[config.mk]
export PLATFORM = sky130hd
export DESIGN_NAME = neo_c1_dtack
export DESIGN_NICKNAME = d
export VERILOG_FILES = /design/src/rtl/neo_c1_dtack.sv
export SDC_FILE = /design/constraint.sdc
export NUM_CORES = 1
export LEC_CHECK = 0
export CELL_PAD_IN_SITES_DETAIL_PLACEMENT = 0
export CELL_PAD_IN_SITES_GLOBAL_PLACEMENT = 2
export CORE_MARGIN = 5
export CORE_UTILIZATION = 25
export DETAILED_ROUTE_END_ITERATION = 10
export GPL_TIMING_DRIVEN = 0
export HOLD_SLACK_MARGIN = 0.15
export PLACE_DENSITY = 0.85
export SYNTH_ARGS = -nofsm -noshare
export SYNTH_HDL_FRONTEND = slang
export SYNTH_SLANG_ARGS = --single-unit
[constraint.sdc]
create_clock -name CLK_68KCLK -period 4.7 [get_ports CLK_68KCLK]
set_clock_uncertainty 0.1 [all_clocks]
set_input_delay 0.705 -clock CLK_68KCLK [delete_from_list [all_inputs] [get_ports CLK_68KCLK]]
set_output_delay 0.705 -clock CLK_68KCLK [all_outputs]
set_load 0.01 [all_outputs]
[src/rtl/neo_c1_dtack.sv]
// neo_c1_dtack: 68k DTACK generator with per-zone wait states, external acknowledge and bus-error watchdog.
// Ports:
//   CLK_68KCLK  68k clock; all state updates on the rising edge
//   nRESET      asynchronous active-low reset
//   nAS         68k address strobe, active low
//   nZONE       decoded zone selects, active low; the lowest-index low zone wins
//   WAIT_CFG    per-zone wait count, zone i at [i*WAIT_W +: WAIT_W]
//   nEXTWAIT    per-zone external wait hold, active low
//   PDTACK      external acknowledge for EXT_MASK zones, active high
//   nDTACK      registered data acknowledge, active low
//   nBERR       registered bus error, active low
//   BUSY        high while a bus cycle is in progress
// Build option: define NEO_C1_BERR_EN to include the watchdog and bus-error state.
// Without it, nBERR stays high and stalled or unmapped cycles hang until nAS rises.
module neo_c1_dtack #(
  parameter int               ZONES    = 4,
  parameter int               WAIT_W   = 3,
  parameter logic [ZONES-1:0] EXT_MASK = '0,
  parameter int               TIMEOUT  = 64
) (
  input  logic                    CLK_68KCLK,
  input  logic                    nRESET,
  input  logic                    nAS,
  input  logic [ZONES-1:0]        nZONE,
  input  logic [ZONES*WAIT_W-1:0] WAIT_CFG,
  input  logic [ZONES-1:0]        nEXTWAIT,
  input  logic                    PDTACK,
  output logic                    nDTACK,
  output logic                    nBERR,
  output logic                    BUSY
);
  localparam int ZW = ZONES > 1 ? $clog2(ZONES) : 1;
  if (ZONES < 1 || ZONES > 8 || TIMEOUT < 2 || TIMEOUT > 1023) begin : g_bad_param
    $error("neo_c1_dtack: ZONES or TIMEOUT out of range");
  end
  typedef enum logic [2:0] {S_IDLE, S_WAIT, S_EXT, S_ACK, S_ERR} state_t;
  state_t            state_q, state_d;
  logic [WAIT_W-1:0] cnt_q, cnt_d;
  logic [ZW-1:0]     zone_q, zone_d;
  logic              ndtack_q, ndtack_d;
  logic              nberr_q, nberr_d;
  logic [ZW-1:0]     sel;
  logic [WAIT_W-1:0] sel_cfg;
  logic              sel_ext;
  logic              timeout;
  // Descending scan so the lowest-index selected zone is the one left standing.
  always_comb begin
    sel     = '0;
    sel_cfg = '0;
    sel_ext = 1'b0;
    for (int i = ZONES - 1; i >= 0; i--)
      if (!nZONE[i]) begin
        sel     = ZW'(i);
        sel_cfg = WAIT_CFG[i*WAIT_W +: WAIT_W];
        sel_ext = EXT_MASK[i];
      end
  end
`ifdef NEO_C1_BERR_EN
  localparam int WD_W = $clog2(TIMEOUT + 1);
  logic [WD_W-1:0] wd_q, wd_d;
  logic            counting;
  // The watchdog stops once the cycle is acknowledged or errored, and saturates at the limit.
  always_comb begin
    counting = !nAS && state_q != S_ACK && state_q != S_ERR;
    timeout  = counting && wd_q == WD_W'(TIMEOUT);
    wd_d     = nAS ? '0 : (counting && wd_q != WD_W'(TIMEOUT)) ? wd_q + 1'b1 : wd_q;
  end
  always_ff @(posedge CLK_68KCLK or negedge nRESET)
    if (!nRESET) wd_q <= '0;
    else         wd_q <= wd_d;
`else
  assign timeout = 1'b0;
`endif
  always_ff @(posedge CLK_68KCLK or negedge nRESET)
    if (!nRESET) begin
      state_q  <= S_IDLE;
      cnt_q    <= '0;
      zone_q   <= '0;
      ndtack_q <= 1'b1;
      nberr_q  <= 1'b1;
    end else begin
      state_q  <= state_d;
      cnt_q    <= cnt_d;
      zone_q   <= zone_d;
      ndtack_q <= ndtack_d;
      nberr_q  <= nberr_d;
    end
  always_comb begin
    state_d = state_q;
    cnt_d   = cnt_q;
    zone_d  = zone_q;
    case (state_q)
      S_IDLE:
        if (!nAS && !(&nZONE)) begin
          zone_d  = sel;
          cnt_d   = sel_cfg;
          state_d = sel_ext ? S_EXT : (sel_cfg == '0) ? S_ACK : S_WAIT;
        end
      S_WAIT:
        if (nAS)                         state_d = S_IDLE;
        else if (cnt_q > WAIT_W'(1))     cnt_d   = cnt_q - 1'b1;
        else if (nEXTWAIT[zone_q])       state_d = S_ACK;
      S_EXT:   state_d = nAS ? S_IDLE : PDTACK ? S_ACK : S_EXT;
      S_ACK:   state_d = nAS ? S_IDLE : S_ACK;
      S_ERR:   state_d = nAS ? S_IDLE : S_ERR;
      default: state_d = S_IDLE;
    endcase
    if (timeout) state_d = S_ERR;
  end
  // nDTACK is held only while the cycle stays in ACK, so it releases on the same edge nAS rises.
  always_comb begin
    ndtack_d = !(state_q == S_ACK && state_d == S_ACK);
    nberr_d  = state_d != S_ERR;
  end
  assign nDTACK = ndtack_q;
  assign nBERR  = nberr_q;
  assign BUSY   = state_q != S_IDLE;
endmodule

# Yosys cells after proc, flatten, opt, wreduce, memory -nomap -nowiden
# Cells that the tools add are included.
[word_totals]
word_cells = 53
in_bits = 24
output_inout_bits = 3
regBits = 10
[op_classes]
n_reduce_logical = 12
muxes = 24
n_eq_ne = 9
add_sub_neg = 1
n_lt_le_gt_ge = 2
[ops]
columns = ["operator", "n"]
rows = [
  ["$mux 3", 12],
  ["$pmux 3 s5", 1],
  ["$mux 2", 7],
  ["$eq 3x2->1 const B", 3],
  ["$reduce_and 4->1", 2],
  ["$logic_not 3->1", 2],
  ["$ne 2x2->1 const B", 3],
  ["$pmux 3 s2", 1],
  ["$eq 3x1->1 const B", 1],
  ["$eq 3x3->1 const B", 1],
  ["$gt 3x1->1 const B", 1],
  ["$logic_not 1->1", 3],
  ["$lt 2x3->1 const B", 1],
  ["$ne 3x3->1 const B", 1],
  ["$reduce_bool 3->1", 1],
  ["$sub 3x1->3 const B", 1],
  ["$bmux 1 s2", 1],
  ["$logic_and 1x1->1", 2],
  ["$mux 1", 2],
  ["$reduce_and 2->1", 1],
  ["$reduce_bool 2->1", 1],
]

# Depth between registers and ports, before layout
# Gate-level depths: netlist of the first run.
[logic_depth]
word_depth = 11
depth_mapped = 5
depth_no_buf = 4

# Worst setup path before layout of the first run
# Ideal clock, no wire load.
[synth_timing]
kind = "input to register"
start = "input port nAS"
end = "register cnt_q[0]"
cell_stages = 4
arrival_time_ps = 1604
t_required_ps = 4480
setup_slack_ps = 2876
path_buffers = 0
setup_time_ps = 120
path_cell_list = "nor4b_2 a22o_4 mux2_4 a31o_1"
[synth_between]
elab_chain_len = 4
word_cells_on_any_way = 5
cone_classes = "eq/ne (2); reduce/logical (3)"
[synth_rtl]
columns = ["item", "line", "rtl"]
rows = [
  ["from (decl)", "23", "input logic nAS,"],
  ["$logic_not 1->1", "94", "if (!nAS && !(&nZONE)) begin"],
  ["$logic_and 1x1->1", "94", ""],
  ["$ne 2x2->1 (no source line)", "--", ""],
  ["$reduce_and 4->1 (no source line) *", "--", ""],
  ["to (signal assigned)", "83", "cnt_q <= cnt_d;"],
  ["to (decl)", "38", "logic [WAIT_W-1:0] cnt_q, cnt_d;"],
]
# Mark *: on every way between the ends. The rest lies on a longest branch, timed or not.
# A chain may end at the register's enable or synchronous reset.

# Final worst setup path of the first run
[layout_timing]
start = "register state_q[2]"
end = "output port BUSY"
[layout_between]
elab_chain_len = 1
[layout_rtl]
columns = ["item", "line", "rtl"]
rows = [
  ["from (decl)", "37", "state_t state_q, state_d;"],
  ["from (signal assigned)", "82", "state_q <= state_d;"],
  ["$reduce_bool 3->1", "117", "assign BUSY = state_q != S_IDLE;"],
  ["to (decl)", "30", "output logic BUSY"],
]
# No other way between the ends.

==> results.yml, run 1 <==
synth:
  ys_top_cells_by_count: "8 x dfrtp_1, 5 x inv_1, 4 x a21oi_1"
  ys_ff_latch: 10
  synth_flop_cell: "dfrtp_1"
  synth_largest_area_cell: "dfrtp_1"
  yosys_warnings: 0
  synth_top_area_share_pct: 31.4
  avgSynthCellArea_um2: 10.3
  ys_async_sr_fraction_pct: 100
  ys_types: 36
  synthCells: 62
  synthTopCellsByArea: "dfrtp_1 31%, dfstp_2 8.2%, mux4_2 3.5%"
  synth_area_um2: 638
  synth-edff-count: 0
  synth_seq_area_share_pct: 39.6
  yosysMostFrequentCell: "dfrtp_1"
  synth_nets: 87
clock_tree:
  ctsResizeCount: 0
  postCtsSetupBuffers: 0
  clkSinkCount: 10
  htreeDepth: 1
  cts_buffer_depth: 2
  cts_buffers: 3
  tritoncts: "built"
  clkTransAtPathRegs_ps: 70
  cts-root-buf: "clkbuf_4"
  postCtsHoldBufs: 0
  worstSkewPairLatency_ps: 260
worst_setup_path:
  critical_path_peak_fanout: 8
  slowest_delay_ps: 500
  rr_worst_depth: 4
  startpoint_type: "flip-flop"
  worstPathRequired_ps: 3890
  cp.arrival_ps: 1730
  critPathCaptureType: "primary output"
  crit_path_cell_trace: "or3_2 -> clkdlybuf4s50_1"
  cpMaxStageDelayCell: "or3_2"
  worstSetupPathType: "flip-flop to primary output"
placed_design:
  dpl_worst_slack_ps: 2200
  io_buffers: 26
  dp_hpwl_um: 1400
  gp_congestion: 0.642
  place_area_um2: 936
  dpl.cell_count: 118
routing:
  ant_nets: 0
  routed_wl_um: 1660
  drtIter0Drc: 19
  via_per_inst: 4.87
  dr_total_vias: 594
  dr.pass1.iters: 4
  drc: 0
  wl_per_cell_um: 13.6
layout:
  fin_area_um2: 972
  final_nets: 118
  nFillCells: 257
  ff_latch_area_um2: 253
  antenna_cells: 0
  final_cells: 122
  area_growth_pct: 52.4
  fin_util_pct: 39.6
  drive_gt1_share_pct: 16.3
  multi_input_area_um2: 362
die:
  num_rows: 18
  fp.dieH_um: 60.5
  core_area_um2: 2450
  die-area_um2: 3660
  top_level_ports: 27
  initial_core_util_pct: 26.0
  die_x_um: 60.5
sta:
  rsz0062_at_grt: "no"
  finalWorstSetupSlack_ps: 2160
  relSlewSlack_pct: 69.1
  min_period_over_period_pct: 54.0
  tightest_slew_ps: 462
  timing_max_transition_violations_final: 0
  finalSetupViolations: 0
  layout_min_cycle_time_ps: 2540
  setup_tns_ps: 0
  finalHoldViolCount: 0
  fmax_mhz: 394
grt:
  antenna_found_initial: 0
  grt_start_max_net_pins: 11
  grt_pass1_wl_um: 2810
  track_usage_pct: 10.5
  grt_overflow: 0
  grt_pass1_vias: 650
run_status:
  status: "finished, final reports clean"
flow_run:
  cap_violations: 0
hold_path:
  min_delay_path_depth: 1
  hp-class: "flip-flop to flip-flop"
pwr:
  ir_drop_uv: 192
  power_density_nw_per_um2: 320
  p_leak_uw: 0.000394
==> final cells by class <==
type | count | share of cell area (%)
multi-input combinational | 46 | 37.2
clock buffer | 4 | 3.73
tap | 30 | 3.86
inverter | 5 | 1.93
sequential | 10 | 26.0
buffer | 1 | 0.515
timing repair buffer | 26 | 26.8
==> path summary, 6_finish.rpt <==
| kind | slack, ps | start | to |
|---|---|---|---|
| hold / removal | 450 | cnt_q[1] | cnt_q[1] |
| min in group asynchronous | 660 | nRESET | zone_q[0] |
| hold reg to reg | 450 | cnt_q[1] | cnt_q[1] |
| setup / recovery | 2160 | state_q[2] | BUSY |
| max in group asynchronous | 3500 | nRESET | nBERR |
| setup reg to reg | 2850 | state_q[2] | cnt_q[0] |
==> cell usage in the layout (no fill, tap or decap) <==
cell type,Yosys,layout
nand3_1,2,2
o21a_1,2,2
o22a_1,1,1
nor2_1,3,3
clkbuf_8,0,1
a221oi_1,2,2
a31o_1,1,1
o22ai_1,3,3
ha_1,1,1
nor4b_2,1,1
nand2b_1,1,1
nor3_1,2,2
dfrtp_1,8,8
mux2_4,1,1
nand2_1,3,3
or3_2,1,1
a32oi_1,1,1
clkbuf_4,0,3
mux2_2,1,1
o211a_1,1,1
or4b_2,1,1
a2bb2oi_1,1,1
o31ai_1,1,1
o21ai_0,2,2
a22o_4,1,1
nor2b_1,1,1
a21oi_1,4,4
buf_2,1,1
nand4_1,1,1
or3b_1,1,1
clkdlybuf4s50_1,0,26
o21ai_1,1,1
inv_1,5,5
or2_1,1,1
mux4_2,1,1
and2_1,1,1
dfstp_2,2,2
nor4_4,1,1
nor3b_1,1,1
==> critical path: cells and delay by family (launching register included) <==
| family | cells | cell delay, ps |
|---|---|---|
| buffers and inverters | 1 | 480 |
| flip-flops | 1 | 480 |
| AND/OR/NAND/NOR | 1 | 500 |
==> kinds of logic after synthesis <==
logic type	synth area share, %
flip-flops	39.6
buffers and inverters	3.73
AO/OA/AOI/OAI	24.5
adder cells (fa/ha/maj)	1.96
AND/OR/NAND/NOR	22.6
multiplexers	7.65
==> per-layer routing <==
layer  up-vias  GRT usage [%]  wire (um)
li1        303              -          -
met4         0           2.79          0
met5         -              0          0
met1       279           11.8        690
met3         0           4.68        104
met2        12           18.2        861
==> sequential cells by signal, summed over array words and instances, names as in the netlist <==
name	cells
nBERR	1
nDTACK	1
zone_q	2
state_q	3
cnt_q	3
==> stage by stage <==
stage | hold WS, ps | total power, uW
floorplan | 309 | 194
global placement | 416 | 233
detailed placement | 436 | 238
CTS | 450 | 318
global route | 458 | 339
finish | 446 | 311
==> where the power goes <==
part	total [uW]	switching (uW)	internal, uW
logic	113	45.6	67.9
clock network	77.1	30.1	47.0
registers	121	14.6	106
Power figures use the tool's default switching activity.
==> run 2: changes to the inputs <==
--- a/config.mk
+++ b/config.mk
@@ -8,11 +8,11 @@
 export CELL_PAD_IN_SITES_DETAIL_PLACEMENT = 0
 export CELL_PAD_IN_SITES_GLOBAL_PLACEMENT = 2
 export CORE_MARGIN = 5
-export CORE_UTILIZATION = 25
+export CORE_UTILIZATION = 24
 export DETAILED_ROUTE_END_ITERATION = 10
 export GPL_TIMING_DRIVEN = 0
 export HOLD_SLACK_MARGIN = 0.15
-export PLACE_DENSITY = 0.85
+export PLACE_DENSITY = 0.82
 export SYNTH_ARGS = -nofsm -noshare
 export SYNTH_HDL_FRONTEND = slang
 export SYNTH_SLANG_ARGS = --single-unit
==> constraint.sdc (replaced) <==
create_clock -name CLK_68KCLK -period 2.4 [get_ports CLK_68KCLK]
set_clock_uncertainty 0.1 [all_clocks]
set_input_delay 0.36 -clock CLK_68KCLK [delete_from_list [all_inputs] [get_ports CLK_68KCLK]]
set_output_delay 0.36 -clock CLK_68KCLK [all_outputs]
set_load 0.01 [all_outputs]
==> results.yml, run 2 (synthesis gave the netlist of run 1 again) <==
die:
  core_area_um2: 2500
  fp.dieH_um: 61.6
  die_x_um: 61.6
  num_rows: 18
  top_level_ports: 27
  initial_core_util_pct: 25.5
  die-area_um2: 3790
sta:
  finalWorstSetupSlack_ps: 200
  min_period_over_period_pct: 91.7
  finalSetupViolations: 0
  timing_max_transition_violations_final: 0
  setup_tns_ps: 0
  tightest_slew_ps: 502
  fmax_mhz: 455
  relSlewSlack_pct: 66.5
  worst_hold_slack_ps: 319
  finalHoldViolCount: 0
  layout_min_cycle_time_ps: 2200
  rsz0062_at_grt: "no"
pwr:
  ir_drop_uv: 517
  power_uw: 611
  power_density_nw_per_um2: 628
  p_leak_uw: 0.000394
grt:
  grt_pass1_wl_um: 2620
  antenna_found_initial: 0
  grt_pass1_vias: 554
  grt_overflow: 0
  track_usage_pct: 9.72
  grt_start_max_net_pins: 11
worst_setup_path:
  startpoint_type: "flip-flop"
  critical_path_peak_fanout: 9
  worstSetupPathType: "flip-flop to primary output"
  critPathCaptureType: "primary output"
  worstPathRequired_ps: 1940
  cp.arrival_ps: 1740
placed_design:
  gp_congestion: 0.671
  dpl_worst_slack_ps: 217
  io_buffers: 26
routing:
  via_per_inst: 4.89
  dr_total_vias: 596
  wl_per_cell_um: 13.7
  ant_nets: 0
  drtIter0Drc: 8
  dr.pass1.iters: 2
  drc: 0
  routed_wl_um: 1670
layout:
  nFillCells: 265
  final_nets: 118
  area_growth_pct: 52.4
  antenna_cells: 0
  top_regs: "cnt_q: 3 flops, state_q: 3 flops, zone_q: 2 flops"
  drive_gt1_share_pct: 16.3
  final_common_cell: "clkdlybuf4s50_1"
  final_cell_mix: "26 x clkdlybuf4s50_1, 8 x dfrtp_1, 5 x inv_1"
  ff_latch_area_um2: 253
  multi_input_area_um2: 362
clock_tree:
  ctsResizeCount: 0
  worstSkewPairLatency_ps: 270
  postCtsHoldBufs: 0
  clkSinkCount: 10
  postCtsSetupBuffers: 0
  clkTransAtPathRegs_ps: 70
  cts_buffer_depth: 2
  htreeDepth: 1
  tritoncts: "built"
  cts_buffers: 3
  cts-root-buf: "clkbuf_4"
flow_run:
  cap_violations: 0
run_status:
  status: "finished, final reports clean"
hold_path:
  hp-class: "input pin to async pin"
## run 2: cell counts in the layout (fill, tap and decap cells not counted)
Identical to the previous run, type by type.
## run 2: final cells by class
cell class / instances / area share, %
repair buffers: 26 / 26.8
clock buffers: 4 / 3.73
flip-flops and latches: 10 / 26.0
well taps: 30 / 3.86
plain buffers: 1 / 0.515
inverters: 5 / 1.93
multi-input cells: 46 / 37.2
## run 2: routing by layer
| metal | part of all wire [%] | GRT usage [%] |
|---|---|---|
| met2 | 47 | 15.2 |
| met5 | 0 | 0 |
| met1 | 45 | 11.9 |
| met3 | 7.6 | 3.98 |
| met4 | 0.54 | 3.64 |
## run 2: critical path, stage by stage (launching register included)
cell and delay [ps]:
dfrtp_1 360, buf_2 180, or3_2 450, clkdlybuf4s50_1 490
## run 2: where the power goes
part	internal, uW	switching, uW	leakage [uW]
clock	92.2	63.2	0.0000210
sequential	208	29.5	0.000118
combinational	132	85.6	0.000255
total	432	178	0.000394
## run 2: per-stage QoR
stage	std cells	util, %	cell area (um^2)
2_1_floorplan	62	-	638
3_3_place_gp	118	37.4	936
3_5_place_dp	118	37.4	936
4_1_cts	122	38.9	972
5_1_grt	122	38.9	972
6_report	122	38.9	972
## run 2: final timing paths
kind / slack, ps / cells past startpoint / start / end
max in group asynchronous: 1530 / 1 / nRESET / nBERR
worst max register to register: 590 / 5 / state_q[1] / cnt_q[0]
worst max-delay path: 200 / 3 / state_q[1] / BUSY
min in group CLK_68KCLK: 440 / 1 / cnt_q[2] / cnt_q[2]
worst min-delay path: 320 / 1 / nRESET / zone_q[0]
worst min register to register: 440 / 1 / cnt_q[2] / cnt_q[2]
